`src/rtl/dot_job_sequencer.sv`:
```
// Job scheduler for the dot-product memory controller.
// Accepts host jobs, then runs LOAD, COMPUTE and WRITE on the controller, one
// phase after another. Each phase gets a one-cycle reset pulse and a one-cycle
// start pulse, and the sequencer then follows that phase's busy flag under a
// watchdog. Completion or timeout is reported on the done handshake.
// Every output is a register or a copy of one, so no input reaches an output
// combinationally.
module dot_job_sequencer #(
  parameter int Tag_Width     = 4,
  parameter int Timeout_Width = 8,
  parameter int Ack_Timeout   = 4,
  parameter int Phase_Timeout = 64
) (
  input  logic                 clk,
  input  logic                 Sys_reset,
  input  logic                 Job_Valid,
  output logic                 Job_Ready,
  input  logic [Tag_Width-1:0] Job_Tag,
  input  logic [1:0]           Job_Mode,
  output logic                 Mem_Index_reset,
  output logic                 Comp_reset,
  output logic                 load_from_file,
  output logic                 Computing,
  output logic                 write_to_file,
  input  logic                 loading_signal,
  input  logic                 computing_signal,
  input  logic                 write_to_file_signal,
  output logic                 Done_Valid,
  input  logic                 Done_Ready,
  output logic [Tag_Width-1:0] Done_Tag,
  output logic                 Done_Error,
  output logic [1:0]           Done_Err_Phase,
  output logic                 Busy,
  output logic [7:0]           Jobs_Completed
);

  typedef enum logic [2:0] {
    IDLE      = 3'd0,
    PH_RST    = 3'd1,
    PH_START  = 3'd2,
    WAIT_RISE = 3'd3,
    WAIT_FALL = 3'd4,
    DONE      = 3'd5
  } state_t;

  localparam logic [1:0] PH_LOAD  = 2'd0;
  localparam logic [1:0] PH_COMP  = 2'd1;
  localparam logic [1:0] PH_WRITE = 2'd2;
  localparam logic [1:0] PH_NONE  = 2'd3;

  localparam logic [Timeout_Width-1:0] ACK_LIMIT   = Timeout_Width'(Ack_Timeout - 1);
  localparam logic [Timeout_Width-1:0] PHASE_LIMIT = Timeout_Width'(Phase_Timeout - 1);

  state_t                 state_q;
  logic [1:0]             phase_q;
  logic [Timeout_Width-1:0] wd_q;
  logic                   skip_write_q;
  logic [Tag_Width-1:0]   tag_q;
  logic [2:0]             start_q;      // one-hot start pulses: {write, compute, load}
  logic                   phase_busy;
  logic                   any_busy;
  logic                   accept;

  // Watchdog increment that sticks at all-ones instead of wrapping.
  function automatic logic [Timeout_Width-1:0] sat_inc(input logic [Timeout_Width-1:0] v);
    return (v == {Timeout_Width{1'b1}}) ? v : v + 1'b1;
  endfunction

  // Start pulse belonging to a phase.
  function automatic logic [2:0] start_onehot(input logic [1:0] ph);
    logic [2:0] r;
    r = 3'b000;
    case (ph)
      PH_LOAD:  r = 3'b001;
      PH_COMP:  r = 3'b010;
      PH_WRITE: r = 3'b100;
      default:  r = 3'b000;
    endcase
    return r;
  endfunction

  assign any_busy        = loading_signal | computing_signal | write_to_file_signal;
  assign accept          = (state_q == IDLE) && Job_Valid && Job_Ready;
  assign load_from_file  = start_q[0];
  assign Computing       = start_q[1];
  assign write_to_file   = start_q[2];

  // Busy flag of the phase currently being tracked.
  always_comb begin
    phase_busy = 1'b0;
    case (phase_q)
      PH_LOAD:  phase_busy = loading_signal;
      PH_COMP:  phase_busy = computing_signal;
      PH_WRITE: phase_busy = write_to_file_signal;
      default:  phase_busy = 1'b0;
    endcase
  end

  // Job tag is payload only, so it is captured at acceptance without a reset.
  always_ff @(posedge clk) begin
    if (accept) tag_q <= Job_Tag;
  end

  // Sequencer FSM with registered pulse and completion outputs.
  always_ff @(posedge clk or posedge Sys_reset) begin
    if (Sys_reset) begin
      state_q         <= IDLE;
      phase_q         <= PH_LOAD;
      wd_q            <= '0;
      skip_write_q    <= 1'b0;
      start_q         <= 3'b000;
      Mem_Index_reset <= 1'b0;
      Comp_reset      <= 1'b0;
      Job_Ready       <= 1'b1;
      Busy            <= 1'b0;
      Done_Valid      <= 1'b0;
      Done_Tag        <= '0;
      Done_Error      <= 1'b0;
      Done_Err_Phase  <= PH_NONE;
      Jobs_Completed  <= 8'd0;
    end else begin
      // Pulses last exactly one cycle unless re-armed below.
      start_q         <= 3'b000;
      Mem_Index_reset <= 1'b0;
      Comp_reset      <= 1'b0;
      case (state_q)
        IDLE: begin
          if (accept) begin
            skip_write_q <= Job_Mode[1];
            Job_Ready    <= 1'b0;
            Busy         <= 1'b1;
            state_q      <= PH_RST;
            if (Job_Mode[0]) begin
              phase_q    <= PH_COMP;
              Comp_reset <= 1'b1;
            end else begin
              phase_q         <= PH_LOAD;
              Mem_Index_reset <= 1'b1;
            end
          end
        end
        PH_RST: begin
          state_q <= PH_START;
          if (!any_busy) start_q <= start_onehot(phase_q);
        end
        PH_START: begin
          // A start pulse is only raised once every busy flag has cleared.
          if (|start_q) begin
            state_q <= WAIT_RISE;
            wd_q    <= '0;
          end else if (!any_busy) begin
            start_q <= start_onehot(phase_q);
          end
        end
        WAIT_RISE: begin
          if (phase_busy) begin
            state_q <= WAIT_FALL;
            wd_q    <= '0;
          end else if (wd_q == ACK_LIMIT) begin
            state_q        <= DONE;
            Done_Valid     <= 1'b1;
            Done_Tag       <= tag_q;
            Done_Error     <= 1'b1;
            Done_Err_Phase <= phase_q;
          end else begin
            wd_q <= sat_inc(wd_q);
          end
        end
        WAIT_FALL: begin
          if (!phase_busy) begin
            if (phase_q == PH_LOAD) begin
              phase_q    <= PH_COMP;
              state_q    <= PH_RST;
              Comp_reset <= 1'b1;
            end else if (phase_q == PH_COMP && !skip_write_q) begin
              phase_q         <= PH_WRITE;
              state_q         <= PH_RST;
              Mem_Index_reset <= 1'b1;
            end else begin
              state_q        <= DONE;
              Done_Valid     <= 1'b1;
              Done_Tag       <= tag_q;
              Done_Error     <= 1'b0;
              Done_Err_Phase <= PH_NONE;
            end
          end else if (wd_q == PHASE_LIMIT) begin
            state_q        <= DONE;
            Done_Valid     <= 1'b1;
            Done_Tag       <= tag_q;
            Done_Error     <= 1'b1;
            Done_Err_Phase <= phase_q;
          end else begin
            wd_q <= sat_inc(wd_q);
          end
        end
        DONE: begin
          if (Done_Ready) begin
            state_q        <= IDLE;
            Done_Valid     <= 1'b0;
            Done_Tag       <= '0;
            Done_Error     <= 1'b0;
            Done_Err_Phase <= PH_NONE;
            Jobs_Completed <= Jobs_Completed + 8'd1;
            Job_Ready      <= 1'b1;
            Busy           <= 1'b0;
          end
        end
        default: begin
          state_q <= IDLE;
        end
      endcase
    end
  end

endmodule

```
`config.mk`:
```
export PLATFORM = sky130hd
export DESIGN_NAME = dot_job_sequencer
export DESIGN_NICKNAME = d
export VERILOG_FILES = /design/src/rtl/dot_job_sequencer.sv
export SDC_FILE = /design/constraint.sdc
export NUM_CORES = 1
export LEC_CHECK = 0
export CAP_MARGIN = 25
export CORE_MARGIN = 5
export CORE_UTILIZATION = 50
export DETAILED_ROUTE_END_ITERATION = 10
export MAX_ROUTING_LAYER = met4
export PLACE_DENSITY = 0.76
export SLEW_MARGIN = 20
export SYNTH_ARGS = -nofsm -noshare
export SYNTH_HDL_FRONTEND = slang
export SYNTH_SLANG_ARGS = --single-unit
```
`constraint.sdc`:
```
create_clock -name clk -period 3.5 [get_ports clk]
set_clock_uncertainty 0.1 [all_clocks]
set_input_delay 0.35 -clock clk [delete_from_list [all_inputs] [get_ports clk]]
set_output_delay 0.35 -clock clk [all_outputs]
set_load 0.01 [all_outputs]
```
# Yosys cells after proc, flatten, opt, wreduce, memory -nomap -nowiden
# Cells that the tools add are included.
[totals]
regBits = 41
input_bits = 13
output_inout_bits = 23
elab_cells = 133
[classes]
addsub = 2
n_eq_ne = 24
n_mux = 72
bitwise = 2
n_reduce_logical = 18
[ops]
columns = ["op", "count"]
rows = [
  ["8-bit two-way mux", 6],
  ["3-bit two-way mux", 11],
  ["4-bit two-way mux", 7],
  ["8-bit one-hot mux with 3 select lines", 1],
  ["1-bit two-way mux", 23],
  ["2-bit two-way mux", 11],
  ["3-bit inequality test (second input constant)", 6],
  ["3-bit one-hot mux with 6 select lines", 1],
  ["8-bit by 1-bit adder with 8-bit output (second input constant)", 2],
  ["2-bit inequality test (second input constant)", 8],
  ["4-bit one-hot mux with 3 select lines", 1],
  ["5-bit AND reduction", 2],
  ["1-bit one-hot mux with 3 select lines", 3],
  ["3-bit one-hot mux with 3 select lines", 1],
  ["8-bit by 2-bit equality test with 1-bit output (second input constant)", 1],
  ["8-bit by 6-bit equality test with 1-bit output (second input constant)", 1],
  ["8-bit equality test (second input constant)", 1],
  ["1-bit one-hot mux with 2 select lines", 4],
  ["7-bit AND reduction", 1],
  ["3-bit by 2-bit equality test with 1-bit output (second input constant)", 2],
  ["3-bit equality test (second input constant)", 2],
  ["2-bit one-hot mux with 3 select lines", 1],
  ["3-bit one-hot mux with 2 select lines", 1],
  ["3-bit nonzero test", 2],
  ["14 further kinds", 19],
]

# Longest topological paths before layout
[depth]
depth_word = 6
mapped_depth = 8
depth_no_buf = 6

# Least setup slack after synthesis
# Ideal clock, no wire load.
[synth_path]
path_kind = "reg2reg"
startpoint = "register wd_q[7]"
endpoint = "register Done_Error"
setup_time_ns = 0.136
t_arrival_ns = 1.760
t_required_ns = 3.264
path_slack_ns = 1.504
stages_incl_launch_ff = 7
path_buffers = 1
period_less_slack_ns = 1.996
path_cell_list = "dfrtp_1 -> or4_4 -> nor3_4 -> nand4_1 -> a221o_1 -> buf_6 -> mux2i_1"
[synth_between]
elab_chain_cells = 3
elab_cells_between_ends = 5
cone_classes = "4 x eq/ne; 1 x reduce/logical"
[synth_lines]
columns = ["element", "line", "rtl"]
rows = [
  ["start, declared", "56", "logic [Timeout_Width-1:0] wd_q;"],
  ["start signal, assigned", "166", "wd_q <= sat_inc(wd_q);"],
  ["start signal, assigned", "193", "wd_q <= sat_inc(wd_q);"],
  ["8-bit by 6-bit equality test with 1-bit output or 8-bit by 2-bit equality test with 1-bit output (tied branches)", "186, 159", ""],
  ["3-bit inequality test (no line) or 2-bit inequality test (tied branches)", "n/a", ""],
  ["7-bit AND reduction (no line) *", "n/a", ""],
  ["end signal, assigned", "183", "Done_Error <= 1'b0;"],
  ["end signal, assigned", "190", "Done_Error <= 1'b1;"],
  ["end signal, assigned", "201", "Done_Error <= 1'b0;"],
  ["end, declared", "31", "output logic Done_Error,"],
]
# Mark *: on every way between the ends. The rest lies on a longest branch, timed or not.
# A chain may end at the register's enable or synchronous reset.

# Worst setup path in the final report
[layout_path]
startpoint = "register state_q[0]"
endpoint = "register Done_Err_Phase[0]"
[layout_between]
elab_chain_cells = 3
elab_cells_between_ends = 12
cone_classes = "9 x eq/ne; 1 x mux; 2 x reduce/logical"
[layout_lines]
columns = ["element", "line", "rtl"]
rows = [
  ["start, declared", "54", "state_t state_q;"],
  ["start signal, assigned", "107", "state_q <= IDLE;"],
  ["start signal, assigned", "132", "state_q <= PH_RST;"],
  ["start signal, assigned", "143", "state_q <= PH_START;"],
  ["3-bit equality test or 3-bit by 2-bit equality test with 1-bit output (tied branches)", "126", "case (state_q)"],
  ["3-bit inequality test (no line), or another cell as far along", "n/a", ""],
  ["7-bit AND reduction (no line)", "n/a", ""],
  ["end signal, assigned", "164", "Done_Err_Phase <= phase_q;"],
  ["end signal, assigned", "191", "Done_Err_Phase <= phase_q;"],
  ["end, declared", "32", "output logic [1:0] Done_Err_Phase,"],
]
# Several ways; a longest one is shown, not always the timed one.

==> flow_summary_export.csv <==
group,metric,value,unit
status,status,"finished, final reports clean",
clock_network,clock_path_buffers,2,
timing,rsz0062_at_grt,"no",
power,switching_share,36.6,%
synth,avgSynthCellArea,10.3,sq um
flow_run,cap_violations,0,
synth,synth_ff_type,"dfrtp_1",
synth,synth_edf_count,4,
drt,routedWlPerCell,14.7,um
final_layout,antenna_cells,0,
setup_path,crit_path_start,"state_q[0]",
drt,drtAntennaViolNets,0,
timing,relSlewSlack,35.1,%
setup_path,cp-endpoint,"Done_Err_Phase[0]",
drt,vias,1565,
drt,routed_wl,4200,um
floorplanning,die_h,74.4,um
clock_network,clkLatencyLatePin,0.29,ns
drt,drt_iter0_drc,122,
synth,synth_cells,201,
global_routing,antenna_found_initial,0,
placement,hpwl,3000,um
clock_network,tritoncts,"built",
min_path,min_path_type,"in -> async",
timing,fin_crit_sh,69.4,%
power,cellPowerDensity,708,nW/um^2
setup_path,path_class,"reg -> reg",
floorplanning,pin_count,36,
synth,synth_cell_types,54,
power,peakVddDrop,493,uV
timing,slew_viol_final,0,
synth,synth_seq_cells,41,
timing,setup_viol,0,
synth,synth_top_area_share,41.0,%
setup_path,r2r-end,"Done_Err_Phase[0]",
synth,netlist.top_cell.by_area,"dfrtp_1",
synth,synth.cell_area,2070,sq um
placement,place_area,2440,sq um
global_routing,grt_overflow_total,0,
power,p_leak,1.18,nW
clock_network,postCtsResizedCells,0,
setup_path,r2r_cells,5,
setup_path,timing.rr.start,"state_q[0]",
power,finalPower,1.79,mW
synth,synthTopCellsByCount,"dfrtp_1 (34), nand2_1 (17), inv_1 (14), nor2_1 (14), mux2i_1 (12)",
setup_path,crit_arrival,2.55,ns
drt,first_pass_iters,4,
timing,finalCriticalPeriod,2.43,ns
setup_path,worstPathCellList,"or3b_1 -> a31o_1 -> o22ai_1 -> a221o_1 -> mux2i_1",
floorplanning,die_area,5540,sq um
synth,synthArstFlopShare,90.2,%
clock_network,post_cts_buffers,0,
drt,vias_per_cell,5.49,
global_routing,grt_pass1_vias,1554,
setup_path,required,3.62,ns
synth,yosysWarnings,0,
power,comb_power_share,39.1,%
power,seq_power_share,42.9,%
setup_path,rrSetupSlack,1.07,ns
synth,synth_seq_area_share,50.6,%
clock_network,clockRootBuffer,"clkbuf_8",
drt,drc,0,
setup_path,slowest_stage,"or3b_1",
final_layout,synthToLayoutAreaGrowth,22.2,%
setup_path,cp_top_family,"compound AO/OA/AOI/OAI gates",
global_routing,grt_pass1_wl,7120,um
global_routing,grt_max_degree,38,
timing,tns,0,ns
placement,dp_slack,1.05,ns
setup_path,cp_num_cells,5,
power,power.switching,0.656,mW
timing,setup_slack,1.07,ns
placement,io_buffers,35,
synth,synthTopCellsByArea,"dfrtp_1 (41%), mux2i_1 (5.8%), edfxtp_1 (5.8%)",
clock_network,ctsHoldBuffers,0,
timing,tightest_slew,0.965,ns
final_layout,drive_gt1_share,7.66,%
timing,fmax,412,MHz
clock_network,cts_num_sinks,41,
floorplanning,start_util,51.9,%
clock_network,cts-htree-levels,2,
final_layout,nets,249,
global_routing,track_usage,17.4,%
clock_network,cts.clk_slew.worst_paths,0.08,ns
setup_path,cp_num_buf_inv,0,
synth,synth_most_common_cell,"dfrtp_1",
floorplanning,die_w,74.4,um
placement,gp_congestion,0.904,
clock_network,cts_made_buffers,5,
floorplanning,rows,23,
power,p_clk_share,18.0,%
setup_path,start_kind,"flip-flop",
setup_path,max_stage_delay,0.56,ns
setup_path,end_kind,"flip-flop",
synth,syn-num-nets,216,
setup_path,cp_max_fo,16,
floorplanning,coreArea,4000,sq um
final_layout,postLayoutCellArea,2530,sq um
timing,hold_viol,0,
power,p_int,1.14,mW
-- routing by layer --
layer	routed length, um	vias to the layer above	share of wire, %	GRT usage (%)
met5	0	-	0	-
met4	76	0	1.8	7.71
met3	198	7	4.7	4.05
met1	2000	743	48	22.8
met2	1920	37	46	25.7
li1	-	778	-	-
-- sequential cells by signal, summed over array words and instances, names as in the netlist, 2 cells and up --
signal and flops:
Jobs_Completed 8, wd_q 8, Done_Tag 4, tag_q 4, start_q 3, state_q 3
Done_Err_Phase 2, phase_q 2
-- logic make-up (layout without fill, tap and decap cells) --
family	Yosys count	after routing	synth area share [%]
simple gates	74	74	19.9
fa+ha+maj	2	2	1.21
compound gates	39	39	13.3
xor+xnor	7	7	2.96
flops	41	41	50.6
mux	14	14	6.88
buf+inv	24	58	5.13
-- worst min path at each step --
| stage | start | endpoint | slack [ns] | depth (start not counted) |
|---|---|---|---|---|
| after floorplan | Job_Tag[0] | tag_q[0] | 0.35 | 0 |
| final | Sys_reset | Jobs_Completed[2] | 0.36 | 3 |
| after global placement | Done_Err_Phase[0] | Done_Err_Phase[0] | 0.36 | 2 |
| after detailed placement | Jobs_Completed[7] | Jobs_Completed[7] | 0.37 | 1 |
| after CTS | Sys_reset | wd_q[7] | 0.38 | 3 |
| after global routing | Done_Err_Phase[1] | Done_Err_Phase[1] | 0.39 | 2 |
-- cell type report --
class                   instances  area, sq um
clock inverters                 1         7.51
inverters                      14         52.6
clock buffers                   7         86.3
flip-flops and latches         41         1050
multi-input cells             136          918
well taps                      50         62.6
repair buffers                 36          358
fillers                       342         1470
-- power by group through the flow --
stage	clock network (mW)	logic, mW	registers, mW
after detailed placement	0	0.706	0.776
after global routing	0.348	0.782	0.793
final	0.323	0.701	0.770
after CTS	0.330	0.709	0.769
after global placement	0	0.689	0.772
after floorplan	0	0.511	0.737
-- stage by stage --
step	hold WS, ns	util [%]	std cells
floorplan	0.349	-	201
global placement	0.358	61.0	277
detailed placement	0.373	61.0	277
CTS	0.379	63.4	285
global route	0.393	63.4	285
finish	0.356	63.4	285
-- tightest hold or removal path: cells and delay by family --
kind / cells / cell delay (ns)
buffers and inverters: 3 / 0.84
-- placed cells by master, fill, tap and decap left out, types with 2 or more instances in the layout --
cell type        count
o21ai_1              3
nand3b_1             3
nor2_1              14
nand4_1              3
clkbuf_8             6
dfrtp_1             34
a21oi_1              7
inv_1               14
nand3_1              7
xnor2_1              6
a31oi_1              2
edfxtp_1             4
nand2_1             17
o22ai_1              3
nor3_1               3
a21o_1               3
dfstp_2              3
o31ai_1              3
and3_1               4
and2_1               2
nor2b_1              4
nand2b_1             5
ha_1                 2
mux2i_1             12
o21ai_0              5
a31o_1               2
and4_1               3
clkdlybuf4s50_1     35
Note: power is estimated with default switching activity, not from simulation.
==> edit, RTL diff (same flow settings) <==
`Timeout_Width`: 8 -> 6.
--- a/src/rtl/dot_job_sequencer.sv
+++ b/src/rtl/dot_job_sequencer.sv
@@ -8,5 +8,5 @@
 module dot_job_sequencer #(
   parameter int Tag_Width     = 4,
-  parameter int Timeout_Width = 8,
+  parameter int Timeout_Width = 6,
   parameter int Ack_Timeout   = 4,
   parameter int Phase_Timeout = 64
Formal check against the unedited RTL: no difference found for any inputs over 10 cycles, from zero or initial values and one cycle with Sys_reset high; that may be too few to reach the edited logic, so the function may still have changed.
==> edit against the unedited design <==
- hold slack improved by 0.013 ns
- maximum frequency decreased by 3.9%
- final area decreased by 6.2%
- sequential cell count decreased by 2
- area after synthesis decreased by 8.2%
- worst setup slack got worse by 0.10 ns
- power increased by 5.3%
- die area decreased by 7.1%
- synthesized cell count decreased by 6.0%
- global-route usage increased by 1.0 points
- non-clock buffer count increased by 1
- wire length decreased by 0.79%
- critical path type unchanged
- critical endpoint is now Done_Error
==> edit: results (changes against the unedited design) <==
Yosys
  – Synth Area in XOR/XNOR: 3.22% (+0.26 points)
  – Mux cell area share after synthesis: 3.29% (-3.6 points)
  – Register area share after synthesis: 52.5% (+1.9 points)
  – Async set or reset register ratio after synthesis: 89.7% (-0.50 points)
  – Compound-cell area share of the yosys netlist: 13.6% (+0.27 points)
  – Syn Nets: 204 (-5.6%)
  – Area share of fa/ha/maj cells after synthesis: 1.31% (+0.11 points)

Drt
  – Via count: 1,525 (-2.6%)
  – Initial DRC count: 80 (-34%)
  – Routed wire per std cell: 15.3 µm (+4.0%)

Finish
  – Largest regs: Jobs_Completed: 8 flops, wd_q: 6 flops
  – Layout cells sized above 1: 9.38% (+1.7 points)
  – Final-layout fill cell count: 302 (-12%)
  – Max reg flops: 8

Placement
  – Placed wire-length estimate: 3.02 mm (+0.49%)
  – Setup WS pre-CTS: 0.812 ns (-0.239 ns)
  – Gpl congestion: 0.900 (-0.39%)

GRT
  – GRT Overall Usage: 18.4% (+1.0 points)
  – First-pass GRT wire length: 7.20 mm (+1.2%)
  – Pin count of the biggest net entering global routing: 36 (-5.3%)

Critical path
  – Reg2reg end: Done_Error
  – R2r startpoint: state_q[1]
  – R2R setup slack: 0.97 ns (-0.10 ns)
  – Critical Path AT: 2.61 ns (+0.06 ns)
  – Worst Path Max Fanout: 14 (-2)

STA
  – Slew margin rel.: 66.1% (+31 points)
  – F_max: 0.395 GHz (-3.9%)

Power
  – Leak pwr: 0.00101 µW (-14%)
  – Worst vdd ir: 0.491 mV (-0.55%)

Outcome
  – Outcome: complete, no violations
==> edit: changes by cell type in the layout (fill, tap and decap cells not counted), sizes merged, moves of 4 or more <==
cell and delta:
nor2b +4, a21oi +4, a31oi +4, nand2 -4, mux2i -11, nand2b -4
nor3 +4
==> edit: routing by layer <==
metal | global-route usage (%) | vias to the layer above | routed length [µm]
met3 | 5.19 | 11 | 272
met1 | 21.4 | 721 | 1740
met2 | 30.8 | 52 | 2090
met4 | 5.43 | 0 | 61
met5 | - | - | 0
li1 | - | 741 | -
==> edit: worst max path at each step <==
stage | from | end | depth (start not counted)
after floorplan | phase_q[1] | Done_Error | 6
after global placement | loading_signal | Done_Error | 6
after detailed placement | loading_signal | Done_Error | 6
after CTS | state_q[1] | Done_Error | 5
after global routing | state_q[1] | Done_Error | 5
final | state_q[1] | Done_Error | 5
==> edit: stage by stage <==
stage / instance area [µm²] / std cells / hold WS [ns] / power, µW / utilization, %
floorplan: 1900 / 189 / 0.345 / 1280 / -
global placement: 2260 / 264 / 0.360 / 1490 / 61.4
detailed placement: 2260 / 264 / 0.368 / 1520 / 61.4
CTS: 2380 / 272 / 0.377 / 1900 / 64.5
global route: 2380 / 272 / 0.417 / 2030 / 64.5
finish: 2380 / 272 / 0.370 / 1890 / 64.5
==> edit: area by class of cell <==
class                           count  share of cell area, %
Sequential cell                    39                   42.1
Multi-Input combinational cell    129                   33.6
Timing Repair Buffer               37                   15.4
Clock buffer                        5                   2.89
Tap cell                           48                   2.53
Clock inverter                      3                   1.84
Inverter                           11                   1.74
==> edit: kinds of logic (layout without fill, tap and decap cells) <==
group	count (synthesis)	in the layout
simple gates	74	74
mux	5	5
fa+ha+maj	2	2
xor+xnor	7	7
flops	39	39
compound gates	41	41
buf+inv	21	56
==> edit: critical path, stage by stage (launching register included) <==
cell,delay [ns]
dfrtp_1,0.50
and2b_1,0.36
nor2b_1,0.42
o221ai_1,0.21
nand3_1,0.44
mux2_2,0.39
==> edit: power by group <==
group	total, µW	switching (µW)	internal, µW
logic	755	389	367
registers	765	164	602
clock network	369	157	212
total	1890	709	1180
